===== src/rtl/ram_loader_pkg.sv =====
// ----------------------------------------------------------------------------
// ram_loader_pkg
// Shared definitions for the boot-time RAM loader: default geometry of the
// 256x16 data RAM and the 3-bit FSM state encodings.
// Optional feature macro used by the loader: RAM_LOADER_CHECKSUM_EN.
// ----------------------------------------------------------------------------
package ram_loader_pkg;

    localparam int DEF_ADDR_WIDTH = 8;
    localparam int DEF_WORDS      = 256;

    localparam logic [2:0] ST_IDLE  = 3'd0;
    localparam logic [2:0] ST_HI    = 3'd1;
    localparam logic [2:0] ST_LO    = 3'd2;
    localparam logic [2:0] ST_WRITE = 3'd3;
    localparam logic [2:0] ST_CHK   = 3'd4;
    localparam logic [2:0] ST_DONE  = 3'd5;

    // The CPU is held off in every state that is part of an active load.
    function automatic logic state_is_busy(input logic [2:0] state);
        return (state == ST_HI) || (state == ST_LO) ||
               (state == ST_WRITE) || (state == ST_CHK);
    endfunction

endpackage


===== src/rtl/ram_loader_sum8.sv =====
// ----------------------------------------------------------------------------
// ram_loader_sum8
// Modulo-256 byte accumulator used to verify the trailing checksum byte of a
// RAM load. Only compiled in when RAM_LOADER_CHECKSUM_EN is defined.
// Ports:
//   i_clk      system clock
//   i_reset    synchronous active-high reset
//   i_clear    clear the running sum (start of a new load)
//   i_add      add i_byte to the running sum this cycle
//   i_byte     data byte / candidate checksum byte
//   o_match    running sum equals i_byte (combinational compare)
// ----------------------------------------------------------------------------
`ifdef RAM_LOADER_CHECKSUM_EN
module ram_loader_sum8 (
    input  logic       i_clk,
    input  logic       i_reset,
    input  logic       i_clear,
    input  logic       i_add,
    input  logic [7:0] i_byte,
    output logic       o_match
);

    logic [7:0] r_sum;

    always_ff @(posedge i_clk) begin
        if (i_reset || i_clear) begin
            r_sum <= 8'h00;
        end else if (i_add) begin
            r_sum <= r_sum + i_byte;
        end
    end

    assign o_match = (r_sum == i_byte);

endmodule
`endif


===== src/rtl/ram_loader.sv =====
// ----------------------------------------------------------------------------
// ram_loader
// Boot-time loader in front of the 256x16 data RAM. Packs a UART byte stream
// (high byte first) into 16-bit words and writes them to consecutive RAM
// addresses starting at 0. Raises done once WORDS words are written.
// Optional macro RAM_LOADER_CHECKSUM_EN adds a trailing modulo-256 checksum
// byte check (CHK state); without it o_chk_err is tied 0.
// Ports:
//   i_clk          system clock
//   i_reset        synchronous active-high reset
//   i_start        1-cycle pulse: begin/restart a load at address 0
//   i_rx_data      byte from UART receiver
//   i_rx_valid     1-cycle strobe qualifying i_rx_data
//   o_ram_address  RAM address
//   o_ram_in       RAM write data
//   o_ram_load     1-cycle RAM write strobe
//   o_busy         load in progress
//   o_done         sticky load-complete flag
//   o_word_count   words written in current/last load
//   o_chk_err      sticky checksum mismatch
//
// state    | meaning
// ---------+--------------------------------------------------
// IDLE     | after reset, waiting for start
// HI       | waiting for high byte of next word
// LO       | waiting for low byte of next word
// WRITE    | ram_load asserted for exactly one cycle
// CHK      | all words written, waiting for checksum byte
// DONE     | load complete, waiting for restart
// ----------------------------------------------------------------------------
module ram_loader
    import ram_loader_pkg::*;
#(
    parameter int ADDR_WIDTH = DEF_ADDR_WIDTH,
    parameter int WORDS      = DEF_WORDS
) (
    input  logic                  i_clk,
    input  logic                  i_reset,
    input  logic                  i_start,
    input  logic [7:0]            i_rx_data,
    input  logic                  i_rx_valid,
    output logic [ADDR_WIDTH-1:0] o_ram_address,
    output logic [15:0]           o_ram_in,
    output logic                  o_ram_load,
    output logic                  o_busy,
    output logic                  o_done,
    output logic [ADDR_WIDTH:0]   o_word_count,
    output logic                  o_chk_err
);

    localparam logic [ADDR_WIDTH-1:0] LAST_ADDR = ADDR_WIDTH'(WORDS - 1);
    localparam logic [ADDR_WIDTH-1:0] ADDR_ONE  = ADDR_WIDTH'(1);
    localparam logic [ADDR_WIDTH:0]   WC_ONE    = (ADDR_WIDTH + 1)'(1);

    logic [2:0]            r_state;
    logic [ADDR_WIDTH-1:0] r_addr;
    logic [15:0]           r_ram_in;
    logic                  r_ram_load;
    logic [ADDR_WIDTH:0]   r_word_count;
    logic                  r_busy;
    logic                  r_done;

    logic [2:0]            w_state_nxt;
    logic [ADDR_WIDTH-1:0] w_addr_nxt;
    logic [15:0]           w_ram_in_nxt;
    logic                  w_ram_load_nxt;
    logic [ADDR_WIDTH:0]   w_word_count_nxt;

`ifdef RAM_LOADER_CHECKSUM_EN
    logic r_chk_err;
    logic w_chk_err_nxt;
    logic w_sum_clear;
    logic w_sum_add;
    logic w_sum_match;

    ram_loader_sum8 u_sum8 (
        .i_clk   (i_clk),
        .i_reset (i_reset),
        .i_clear (w_sum_clear),
        .i_add   (w_sum_add),
        .i_byte  (i_rx_data),
        .o_match (w_sum_match)
    );
`endif

    always_comb begin
        w_state_nxt      = r_state;
        w_addr_nxt       = r_addr;
        w_ram_in_nxt     = r_ram_in;
        w_ram_load_nxt   = 1'b0;
        w_word_count_nxt = r_word_count;
`ifdef RAM_LOADER_CHECKSUM_EN
        w_chk_err_nxt    = r_chk_err;
        w_sum_clear      = 1'b0;
        w_sum_add        = 1'b0;
`endif
        // start overrides everything, including a byte arriving in the same cycle
        if (i_start) begin
            w_state_nxt      = ST_HI;
            w_addr_nxt       = '0;
            w_word_count_nxt = '0;
`ifdef RAM_LOADER_CHECKSUM_EN
            w_chk_err_nxt    = 1'b0;
            w_sum_clear      = 1'b1;
`endif
        end else begin
            case (r_state)
                ST_HI: begin
                    if (i_rx_valid) begin
                        w_ram_in_nxt[15:8] = i_rx_data;
                        w_state_nxt        = ST_LO;
`ifdef RAM_LOADER_CHECKSUM_EN
                        w_sum_add          = 1'b1;
`endif
                    end
                end
                ST_LO: begin
                    if (i_rx_valid) begin
                        w_ram_in_nxt[7:0] = i_rx_data;
                        w_ram_load_nxt    = 1'b1;
                        w_state_nxt       = ST_WRITE;
`ifdef RAM_LOADER_CHECKSUM_EN
                        w_sum_add         = 1'b1;
`endif
                    end
                end
                ST_WRITE: begin
                    w_word_count_nxt = r_word_count + WC_ONE;
                    if (r_addr == LAST_ADDR) begin
`ifdef RAM_LOADER_CHECKSUM_EN
                        // the sum already includes the last low byte here
                        if (i_rx_valid) begin
                            w_chk_err_nxt = !w_sum_match;
                            w_state_nxt   = ST_DONE;
                        end else begin
                            w_state_nxt   = ST_CHK;
                        end
`else
                        w_state_nxt = ST_DONE;
`endif
                    end else begin
                        w_addr_nxt = r_addr + ADDR_ONE;
                        // a byte arriving during the write is the next high byte;
                        // ram_in changes only after the write edge
                        if (i_rx_valid) begin
                            w_ram_in_nxt[15:8] = i_rx_data;
                            w_state_nxt        = ST_LO;
`ifdef RAM_LOADER_CHECKSUM_EN
                            w_sum_add          = 1'b1;
`endif
                        end else begin
                            w_state_nxt = ST_HI;
                        end
                    end
                end
`ifdef RAM_LOADER_CHECKSUM_EN
                ST_CHK: begin
                    if (i_rx_valid) begin
                        w_chk_err_nxt = !w_sum_match;
                        w_state_nxt   = ST_DONE;
                    end
                end
`endif
                default: begin
                    // IDLE and DONE ignore rx_valid
                end
            endcase
        end
    end

    always_ff @(posedge i_clk) begin
        if (i_reset) begin
            r_state      <= ST_IDLE;
            r_addr       <= '0;
            r_ram_in     <= 16'h0000;
            r_ram_load   <= 1'b0;
            r_word_count <= '0;
            r_busy       <= 1'b0;
            r_done       <= 1'b0;
        end else begin
            r_state      <= w_state_nxt;
            r_addr       <= w_addr_nxt;
            r_ram_in     <= w_ram_in_nxt;
            r_ram_load   <= w_ram_load_nxt;
            r_word_count <= w_word_count_nxt;
            r_busy       <= state_is_busy(w_state_nxt);
            r_done       <= (w_state_nxt == ST_DONE);
        end
    end

`ifdef RAM_LOADER_CHECKSUM_EN
    always_ff @(posedge i_clk) begin
        if (i_reset) begin
            r_chk_err <= 1'b0;
        end else begin
            r_chk_err <= w_chk_err_nxt;
        end
    end

    assign o_chk_err = r_chk_err;
`else
    assign o_chk_err = 1'b0;
`endif

    assign o_ram_address = r_addr;
    assign o_ram_in      = r_ram_in;
    assign o_ram_load    = r_ram_load;
    assign o_busy        = r_busy;
    assign o_done        = r_done;
    assign o_word_count  = r_word_count;

endmodule


===== config.mk =====
export PLATFORM = sky130hd
export DESIGN_NAME = ram_loader
export DESIGN_NICKNAME = d
export VERILOG_FILES = /design/src/rtl/ram_loader_pkg.sv /design/src/rtl/ram_loader_sum8.sv /design/src/rtl/ram_loader.sv
export SDC_FILE = /design/constraint.sdc
export NUM_CORES = 1
export LEC_CHECK = 0
export CORE_UTILIZATION = 35
export CTS_CLUSTER_SIZE = 25
export DETAILED_ROUTE_END_ITERATION = 6
export GPL_ROUTABILITY_DRIVEN = 0
export PLACE_DENSITY = 0.68
export SETUP_SLACK_MARGIN = 0.4
export SYNTH_ARGS = -nofsm -noshare
export SYNTH_HDL_FRONTEND = slang
export SYNTH_SLANG_ARGS = --single-unit

===== constraint.sdc =====
create_clock -name i_clk -period 4.3 [get_ports i_clk]
set_input_delay 0.86 -clock i_clk [delete_from_list [all_inputs] [get_ports i_clk]]
set_output_delay 0.86 -clock i_clk [all_outputs]
set_load 0.05 [all_outputs]

==> impl_results.rst, run 1 <==
.. list-table::
   :header-rows: 1

   * - Metric
     - Value
   * - DRC violations left
     - 0
   * - Critical Path, Cell by Cell
     - clkdlybuf4s50_1
   * - Peak Freq
     - 405.1 MHz
   * - Yosys top cell area share
     - 41.68%
   * - Net count after synthesis
     - 222
   * - Total gr overflow
     - 0
   * - Standard cell core area
     - 0.005140 sq mm
   * - Global-route met1 utilization
     - 22.35%
   * - Total power per unit cell area
     - around 320 mW/mm^2
   * - Clk Latency, worst-skew pair
     - 0.29 ns
   * - Worst-case clock buffer depth
     - 2
   * - Number of instances in the synthesized netlist
     - 208
   * - Required time of the worst setup path
     - 3.44 ns
   * - Overall die height
     - 75.16 microns
   * - Reg2Reg Capture Point
     - o_ram_in[15]$_SDFFE_PP0P_
   * - Result of the run
     - complete, no violations
   * - CTS hold repair buffers
     - 0
   * - Min Tclk post-route
     - 2.468 ns
   * - Remaining antenna violation count
     - 0
   * - Post-DP HPWL
     - 2934 microns
   * - Count of input and output buffers
     - 47
   * - Area of the die
     - 0.005648 sq mm
   * - Row count
     - 26
   * - Int Power
     - 0.6208 mW
   * - CP arrival
     - ~1.6 ns
   * - Overall power after layout
     - a little under 0.8 mW
   * - Grt met2 use
     - 26.83%
   * - Synth top area cells
     - dfxtp_1 42%, mux2i_1 6.9%, nand2b_1 6.3%
   * - Cell count after placement
     - approximately 310
   * - Maximum number of pins on one net before global-route repair
     - 35
   * - Period utilization
     - 57.40%
   * - DRT Wirelength
     - between 4000 and 5000 microns
   * - Top cell family by delay on the critical path
     - buffers and inverters
   * - Post-CTS setup buffer count
     - 0
   * - Worst path slowest cell
     - clkdlybuf4s50_1
   * - Netlist area before placement
     - between 0.0015 and 0.002 sq mm
   * - Number of antenna repair diodes
     - 0
   * - Busiest metal layer after global routing
     - met2
   * - Number of standard cells in the layout, taps in and fillers out
     - 316
   * - Setup clock skew after layout
     - 0.01138 ns
   * - Number of warnings reported in the yosys synthesis log
     - 0
   * - Finish-stage setup viols
     - 0
   * - Vias
     - ~1600
   * - Kind of end point of the critical path
     - output pin
   * - Syn Area/Cell
     - about 9 sq um
   * - Clock-pin slew on the worst setup and hold paths
     - 0.08 ns
   * - Origin of the critical flop-to-flop path
     - r_state[0]$_SDFF_PP0_
   * - Drt first-iter violations
     - around 80
   * - Wire length of the first global-routing pass
     - 7279 microns
   * - Post-place setup slack
     - 1.542 ns
   * - Vias/cell
     - slightly above 5
   * - Share of layout cells above drive strength 1
     - 5.285%
   * - Most common cell after layout, fill and taps aside
     - clkdlybuf4s50_1
   * - VDD IR-drop max
     - 0.0001725 V
   * - Element type at the critical path start
     - flip-flop
   * - Clock sink count
     - 39
   * - Share of the yosys chip area belonging to registers
     - 41.68%
   * - Crit Path Class
     - flip-flop to output pin
   * - Slack of the worst reg-to-reg path
     - 2.55 ns
   * - Reg2reg path depth
     - 3
   * - Number of max-cap violations
     - 0
   * - Path class of the lowest-slack min-delay path
     - flip-flop to flip-flop
   * - First-pass detailed-route iteration total
     - 4
   * - Part of the total power dissipated in the clock network
     - approximately 46%
   * - Met3 Usage GRT
     - 4.150%
   * - Unrepaired setup endpoints after global routing
     - no
   * - Last element of the critical path
     - o_ram_address[4]
   * - GRT Overall Usage
     - between 10% and 20%
   * - TritonCTS Buffers
     - 5
   * - Yosys reg bits
     - 39
   * - Count of buffer and inverter cells on the critical path
     - 1
   * - Slew HR
     - between 30% and 40%
   * - Count of distinct cell types in the synthesized netlist
     - 40
   * - Setup_tns
     - 0 ns
   * - Pin slew with the least headroom to its limit
     - 0.9598 ns
   * - Starting density of the core
     - 36.44%
   * - Worst-path fanout max
     - 9
   * - Number of cells on the critical path
     - 1
   * - Sequential power share
     - between 40% and 50%
   * - Layout filler cell count
     - 523
   * - Count of nets after finishing
     - 259
   * - Cell type contributing the most total cell area after synthesis
     - dfxtp_1
   * - Root cell of the clock tree
     - clkbuf_8
   * - Wire length per cell
     - 13.70 microns
   * - Post-CTS sizing
     - 0
   * - Crit path largest cell delay
     - between 0.8 and 0.9 ns
   * - Static Leakage
     - 0.8325 nW
   * - Total count of max-transition violations in the final report
     - 0
   * - Via count of the first global-routing pass
     - roughly 1500
   * - Net switching power
     - 0.1721 mW
   * - Final worst setup slack
     - 1.832 ns
   * - Die boundary width
     - 75.16 microns
   * - Net switching share of the total power
     - 21.70%
   * - Number of antenna violations at the first check in global routing
     - 0
   * - Layout Area Growth over Synthesis
     - 32.46%
   * - Critical Path Source
     - o_ram_address[4]$_SDFFE_PP0P_
   * - Leading cell types in the layout, fill and taps excluded
     - 47 x clkdlybuf4s50_1, 39 x dfxtp_1, 19 x a21oi_1, 19 x nand2b_1, 14 x nand3_1
   * - H-Tree Level Count
     - 2
   * - Hold violation count in the final report
     - 0
   * - TritonCTS clock tree
     - built
   * - Ports
     - 49
   * - Comb power frac
     - under 10%
-- registers in the layout (all words and copies together), names as in the netlist --
| signal | count |
|---|---|
| o_busy | 1 |
| o_done | 1 |
| o_ram_address | 8 |
| o_ram_in | 16 |
| o_ram_load | 1 |
| o_word_count | 9 |
| r_state | 3 |
-- per-layer routing --
metal  wire length (microns)  share of wire, %
met1                    2110                49
met2                    1914                44
met3                     263               6.1
met4                      42              0.97
met5                       0                 0
-- worst min path at each step --
| stage | start | to | slack [ns] | depth (start not counted) |
|---|---|---|---|---|
| 2_1_floorplan | r_state[1]$_SDFF_PP0_ | r_state[1]$_SDFF_PP0_ | 0.60 | 3 |
| 3_3_place_gp | o_word_count[8]$_SDFFE_PP0N_ | o_word_count[8]$_SDFFE_PP0N_ | 0.46 | 2 |
| 3_5_place_dp | o_ram_in[10]$_SDFFE_PP0P_ | o_ram_in[10]$_SDFFE_PP0P_ | 0.47 | 2 |
| 4_1_cts | o_ram_in[13]$_SDFFE_PP0P_ | o_ram_in[13]$_SDFFE_PP0P_ | 0.48 | 2 |
| 5_1_grt | o_ram_in[15]$_SDFFE_PP0P_ | o_ram_in[15]$_SDFFE_PP0P_ | 0.49 | 2 |
| 6_report | o_ram_in[13]$_SDFFE_PP0P_ | o_ram_in[13]$_SDFFE_PP0P_ | 0.47 | 2 |
-- stage by stage --
step / area, sq um / hold slack (ns) / util, %
after floorplan: 1873 / 0.5975 / -
after global placement: 2345 / 0.4573 / 45.62
after detailed placement: 2345 / 0.4661 / 45.62
after CTS: 2481 / 0.4793 / 48.27
after global routing: 2481 / 0.4930 / 48.27
final: 2481 / 0.4743 / 48.27
-- power groups by stage --
stage               registers (mW)  logic, mW  clock network, mW
global route                 0.372     0.0624              0.387
finish                       0.371     0.0587              0.363
floorplan                    0.386     0.0303                  0
CTS                          0.371     0.0588              0.369
global placement             0.380     0.0582                  0
detailed placement           0.379     0.0586                  0
-- cells by family (layout without fill, tap and decap cells) --
| group | after synthesis | count (layout) | share of synthesized area, % |
|---|---|---|---|
| XOR/XNOR | 2 | 2 | 0.9354 |
| flip-flops | 39 | 39 | 41.68 |
| other | 1 | 1 | 0.2002 |
| AO/OA/AOI/OAI | 49 | 49 | 16.57 |
| AND/OR/NAND/NOR | 80 | 80 | 26.52 |
| buffers and inverters | 22 | 60 | 5.811 |
| adder cells (fa/ha/maj) | 2 | 2 | 1.336 |
| multiplexers | 13 | 13 | 6.947 |
-- cell type report --
| cell class | count | area (sq um) | share of cell area, % |
|---|---|---|---|
| clock buffer | 5 | 68.82 | 2.774 |
| tap | 70 | 87.58 | 3.530 |
| inverter | 4 | 15.01 | 0.6051 |
| timing repair buffer | 48 | 478.0 | 19.26 |
| multi-input combinational | 147 | 983.4 | 39.64 |
| clock inverter | 3 | 67.56 | 2.723 |
| sequential | 39 | 780.7 | 31.47 |
-- cell usage after synthesis --
cell / number
nand4bb_1: 2
o2111ai_1: 1
o21ba_2: 1
conb_1: 1
inv_1: 4
a211oi_1: 6
nand2b_1: 19
buf_6: 2
nand2_1: 10
and3_1: 4
a21boi_0: 1
buf_4: 2
dfxtp_1: 39
nor4bb_1: 1
o31a_1: 1
or3_1: 4
and3b_1: 2
nand3_1: 14
ha_1: 2
and4b_1: 1
nor3_1: 5
or2_2: 1
mux2i_1: 13
o21ai_0: 11
o21bai_1: 1
or4_1: 3
a31oi_1: 2
and4_1: 5
nand4_1: 3
a21oi_1: 19
o311a_1: 1
clkbuf_1: 11
nand3b_4: 1
o22ai_1: 1
a31oi_4: 1
buf_2: 3
xnor2_1: 2
nor2_1: 4
o31ai_1: 3
nand4b_1: 1
No activity file was read; power rests on OpenSTA's default activity.
==> run 2: changes to the inputs <==
==> constraint.sdc (replaced) <==
create_clock -name i_clk -period 2.3 [get_ports i_clk]
set_input_delay 0.46 -clock i_clk [delete_from_list [all_inputs] [get_ports i_clk]]
set_output_delay 0.46 -clock i_clk [all_outputs]
set_load 0.05 [all_outputs]
==> run 2 against run 1 <==
Net effect: power is 58% higher; critical path depth stayed put; flip-flop and latch count stayed put; global-route usage hardly changed; routed wire length is 2.8% higher; critical endpoint is now o_ram_load; cell count is 0.95% higher; largest power group unchanged; first-iteration DRC count is 30% higher; via count is 1.5% higher; clock power is 23% higher; worst setup slack worse by 1.4 ns.
==> impl_results.rst, run 2 (synthesis results as in run 1) <==
.. list-table::
   :header-rows: 1

   * - Metric
     - Value
   * - Starting density of the core
     - 36.44% (unchanged)
   * - Wire length of the first global-routing pass
     - 7100 microns (was 7279 microns)
   * - CP arrival
     - 1.39 ns (was 1.61 ns)
   * - Leading cell types in the layout, fill and taps excluded
     - 39 x dfxtp_1, 26 x dlygate4sd2_1, 19 x a21oi_1, 19 x nand2b_1, 14 x nand3_1 (was 47 x clkdlybuf4s50_1, 39 x dfxtp_1, 19 x a21oi_1, 19 x nand2b_1, 14 x nand3_1)
   * - Post-CTS sizing
     - 26 (was 0)
   * - Post-CTS setup buffer count
     - 0 (unchanged)
   * - Max reg flops
     - 16 (unchanged)
   * - Setup clock skew after layout
     - 0.006400 ns (was 0.01138 ns)
   * - Pin slew with the least headroom to its limit
     - 0.5124 ns (was 0.9598 ns)
   * - Share of layout cells above drive strength 1
     - 6.024% (was 5.285%)
   * - VDD IR-drop max
     - 0.0002650 V (was 0.0001725 V)
   * - Peak Freq
     - 539.3 MHz
   * - Top cell family by delay on the critical path
     - buffers and inverters (unchanged)
   * - Worst path slowest cell
     - clkdlybuf4s50_1 (unchanged)
   * - Critical Path Source
     - o_ram_load$_SDFF_PP0_ (was o_ram_address[4]$_SDFFE_PP0P_)
   * - Int Power
     - 0.9413 mW (was 0.6208 mW)
   * - Sequential power share
     - 55.2% (was 46.8%)
   * - Crit Path Class
     - flip-flop to output pin (unchanged)
   * - Remaining antenna violation count
     - 0 (unchanged)
   * - Required time of the worst setup path
     - 1.84 ns (was 3.44 ns)
   * - Number of max-cap violations
     - 0 (unchanged)
   * - H-Tree Level Count
     - 2 (unchanged)
   * - Root cell of the clock tree
     - clkbuf_8 (unchanged)
   * - Element type at the critical path start
     - flip-flop (unchanged)
   * - Setup_tns
     - 0 ns (unchanged)
   * - Clk Latency, worst-skew pair
     - 0.29 ns (about the same)
   * - Total power per unit cell area
     - 512.5 mW/mm^2 (was 319.6 mW/mm^2)
   * - Clock sink count
     - 39 (unchanged)
   * - CTS hold repair buffers
     - 0 (unchanged)
   * - First-pass detailed-route iteration total
     - 4 (unchanged)
   * - Fin util
     - 47.49% (was 48.27%)
   * - Area of the die
     - 0.005648 sq mm (unchanged)
   * - Beginning of the worst hold path
     - o_ram_in[13]$_SDFFE_PP0P_ (unchanged)
   * - TritonCTS clock tree
     - built (unchanged)
   * - Vias
     - 1661 (was 1637)
   * - Kind of end point of the critical path
     - output pin (unchanged)
   * - TritonCTS Buffers
     - 5 (unchanged)
   * - Total count of max-transition violations in the final report
     - 0 (unchanged)
   * - Clock-pin slew on the worst setup and hold paths
     - 0.08 ns (about the same)
   * - Origin of the critical flop-to-flop path
     - o_ram_address[0]$_SDFFE_PP0P_ (was r_state[0]$_SDFF_PP0_)
   * - Layout Area Growth over Synthesis
     - 30.33% (was 32.46%)
   * - Part of the total power dissipated in the clock network
     - 35.7% (was 45.8%)
   * - DRT Wirelength
     - 4453 microns (was 4330 microns)
   * - Number of antenna repair diodes
     - 0 (unchanged)
   * - Die boundary width
     - 75.16 microns (unchanged)
   * - Post-Place Cell Area
     - 0.002367 sq mm (was 0.002345 sq mm)
   * - Post-DP HPWL
     - 3035 microns (was 2934 microns)
   * - Number of antenna violations at the first check in global routing
     - 0 (unchanged)
   * - Result of the run
     - complete, no violations (unchanged)
   * - Min Tclk post-route
     - 1.854 ns
   * - Overall power after layout
     - 1.251 mW (was 0.7929 mW)
   * - Final cell area excluding filler cells
     - 0.002441 sq mm (was 0.002481 sq mm)
   * - Critical Path, Cell by Cell
     - clkdlybuf4s50_1 (unchanged)
   * - Overall die height
     - 75.16 microns (unchanged)
   * - Layout filler cell count
     - 522 (was 523)
   * - Net switching power
     - 0.3099 mW (was 0.1721 mW)
   * - Vias/cell
     - 5.207 (was 5.180)
   * - Crit path largest cell delay
     - 0.79 ns (was 0.85 ns)
   * - Row count
     - 26 (unchanged)
   * - Count of buffer and inverter cells on the critical path
     - 1 (unchanged)
   * - Wire length per cell
     - 13.96 microns (was 13.70 microns)
   * - Maximum number of pins on one net before global-route repair
     - 32 (was 35)
   * - Ports
     - 49 (unchanged)
   * - Hold violation count in the final report
     - 0 (unchanged)
   * - Standard cell core area
     - 0.005140 sq mm (unchanged)
   * - Period utilization
     - 80.62%
   * - DRC violations left
     - 0 (unchanged)
   * - Net switching share of the total power
     - 24.77% (was 21.70%)
   * - Total gr overflow
     - 0 (unchanged)
   * - Path class of the lowest-slack min-delay path
     - flip-flop to flip-flop (unchanged)
   * - Worst-case clock buffer depth
     - 2 (unchanged)
   * - Most common cell after layout, fill and taps aside
     - dfxtp_1 (was clkdlybuf4s50_1)
   * - Comb power frac
     - 9.1% (was 7.4%)
   * - Count of nets after finishing
     - 262 (was 259)
   * - Via count of the first global-routing pass
     - 1525 (was 1542)
   * - Count of input and output buffers
     - 47 (unchanged)
   * - Unrepaired setup endpoints after global routing
     - no (unchanged)
   * - Worst-path fanout max
     - 1 (was 9)
   * - Worst hold-check slack
     - 0.4733 ns (was 0.4743 ns)
   * - GRT Overall Usage
     - 16.61% (was 16.64%)
   * - Static Leakage
     - 1.100 nW (was 0.8325 nW)
   * - Drt first-iter violations
     - 105 (was 81)
   * - Slew HR
     - 65.78% (was 35.82%)
   * - Finish-stage setup viols
     - 0 (unchanged)
run 2: changes by cell type in the layout (fill, tap and decap cells not counted), moves of 2 or more:
cell             before  now
buf_4                 1    4
bufinv_16             2    0
clkbuf_1              0    2
clkdlybuf4s50_1      47   13
dlygate4sd2_1         0   26
dlymetal6s2s_1        0    8
run 2: path summary, 6_finish.rpt:
check                                            endpoint  slack (ns)  depth (start not counted)
worst max-delay path                           o_ram_load        0.45                          1
worst min-delay path            o_ram_in[13]$_SDFFE_PP0P_        0.47                          2
worst max register to register  o_ram_in[12]$_SDFFE_PP0P_        0.62                          4
worst min register to register  o_ram_in[13]$_SDFFE_PP0P_        0.47                          2
run 2: final cells by class:
cell class	count	area, sq um	share of cell area, %
clock inverters	1	5.005	0.2050
flip-flops and latches	39	780.7	31.98
well taps	70	87.58	3.588
multi-input cells	147	988.4	40.49
inverters	4	15.01	0.6151
clock buffers	7	76.32	3.127
repair buffers	51	488.0	19.99
run 2: power by group through the flow:
stage | Clock, mW | Combinational (mW) | Sequential, mW
after floorplan | 0 | 0.0566 | 0.723
after global placement | 0 | 0.116 | 0.706
after detailed placement | 0 | 0.116 | 0.706
after CTS | 0.458 | 0.114 | 0.690
after global routing | 0.495 | 0.122 | 0.691
final | 0.447 | 0.114 | 0.690
run 2: metal layers:
| layer | wire length (microns) | vias to the layer above | GRT usage, % |
|---|---|---|---|
| met4 | 52 | 0 | 5.556 |
| met3 | 270 | 6 | 5.489 |
| met2 | 1969 | 48 | 26.13 |
| met5 | 0 | - | 0 |
| met1 | 2161 | 776 | 21.49 |
| li1 | - | 831 | - |
run 2: through the flow:
step	setup slack, ns	instances
finish	0.4457	319
global route	0.3787	319
CTS	0.4016	319
detailed placement	0.2046	311
global placement	0.2501	311
floorplan	0.4627	208
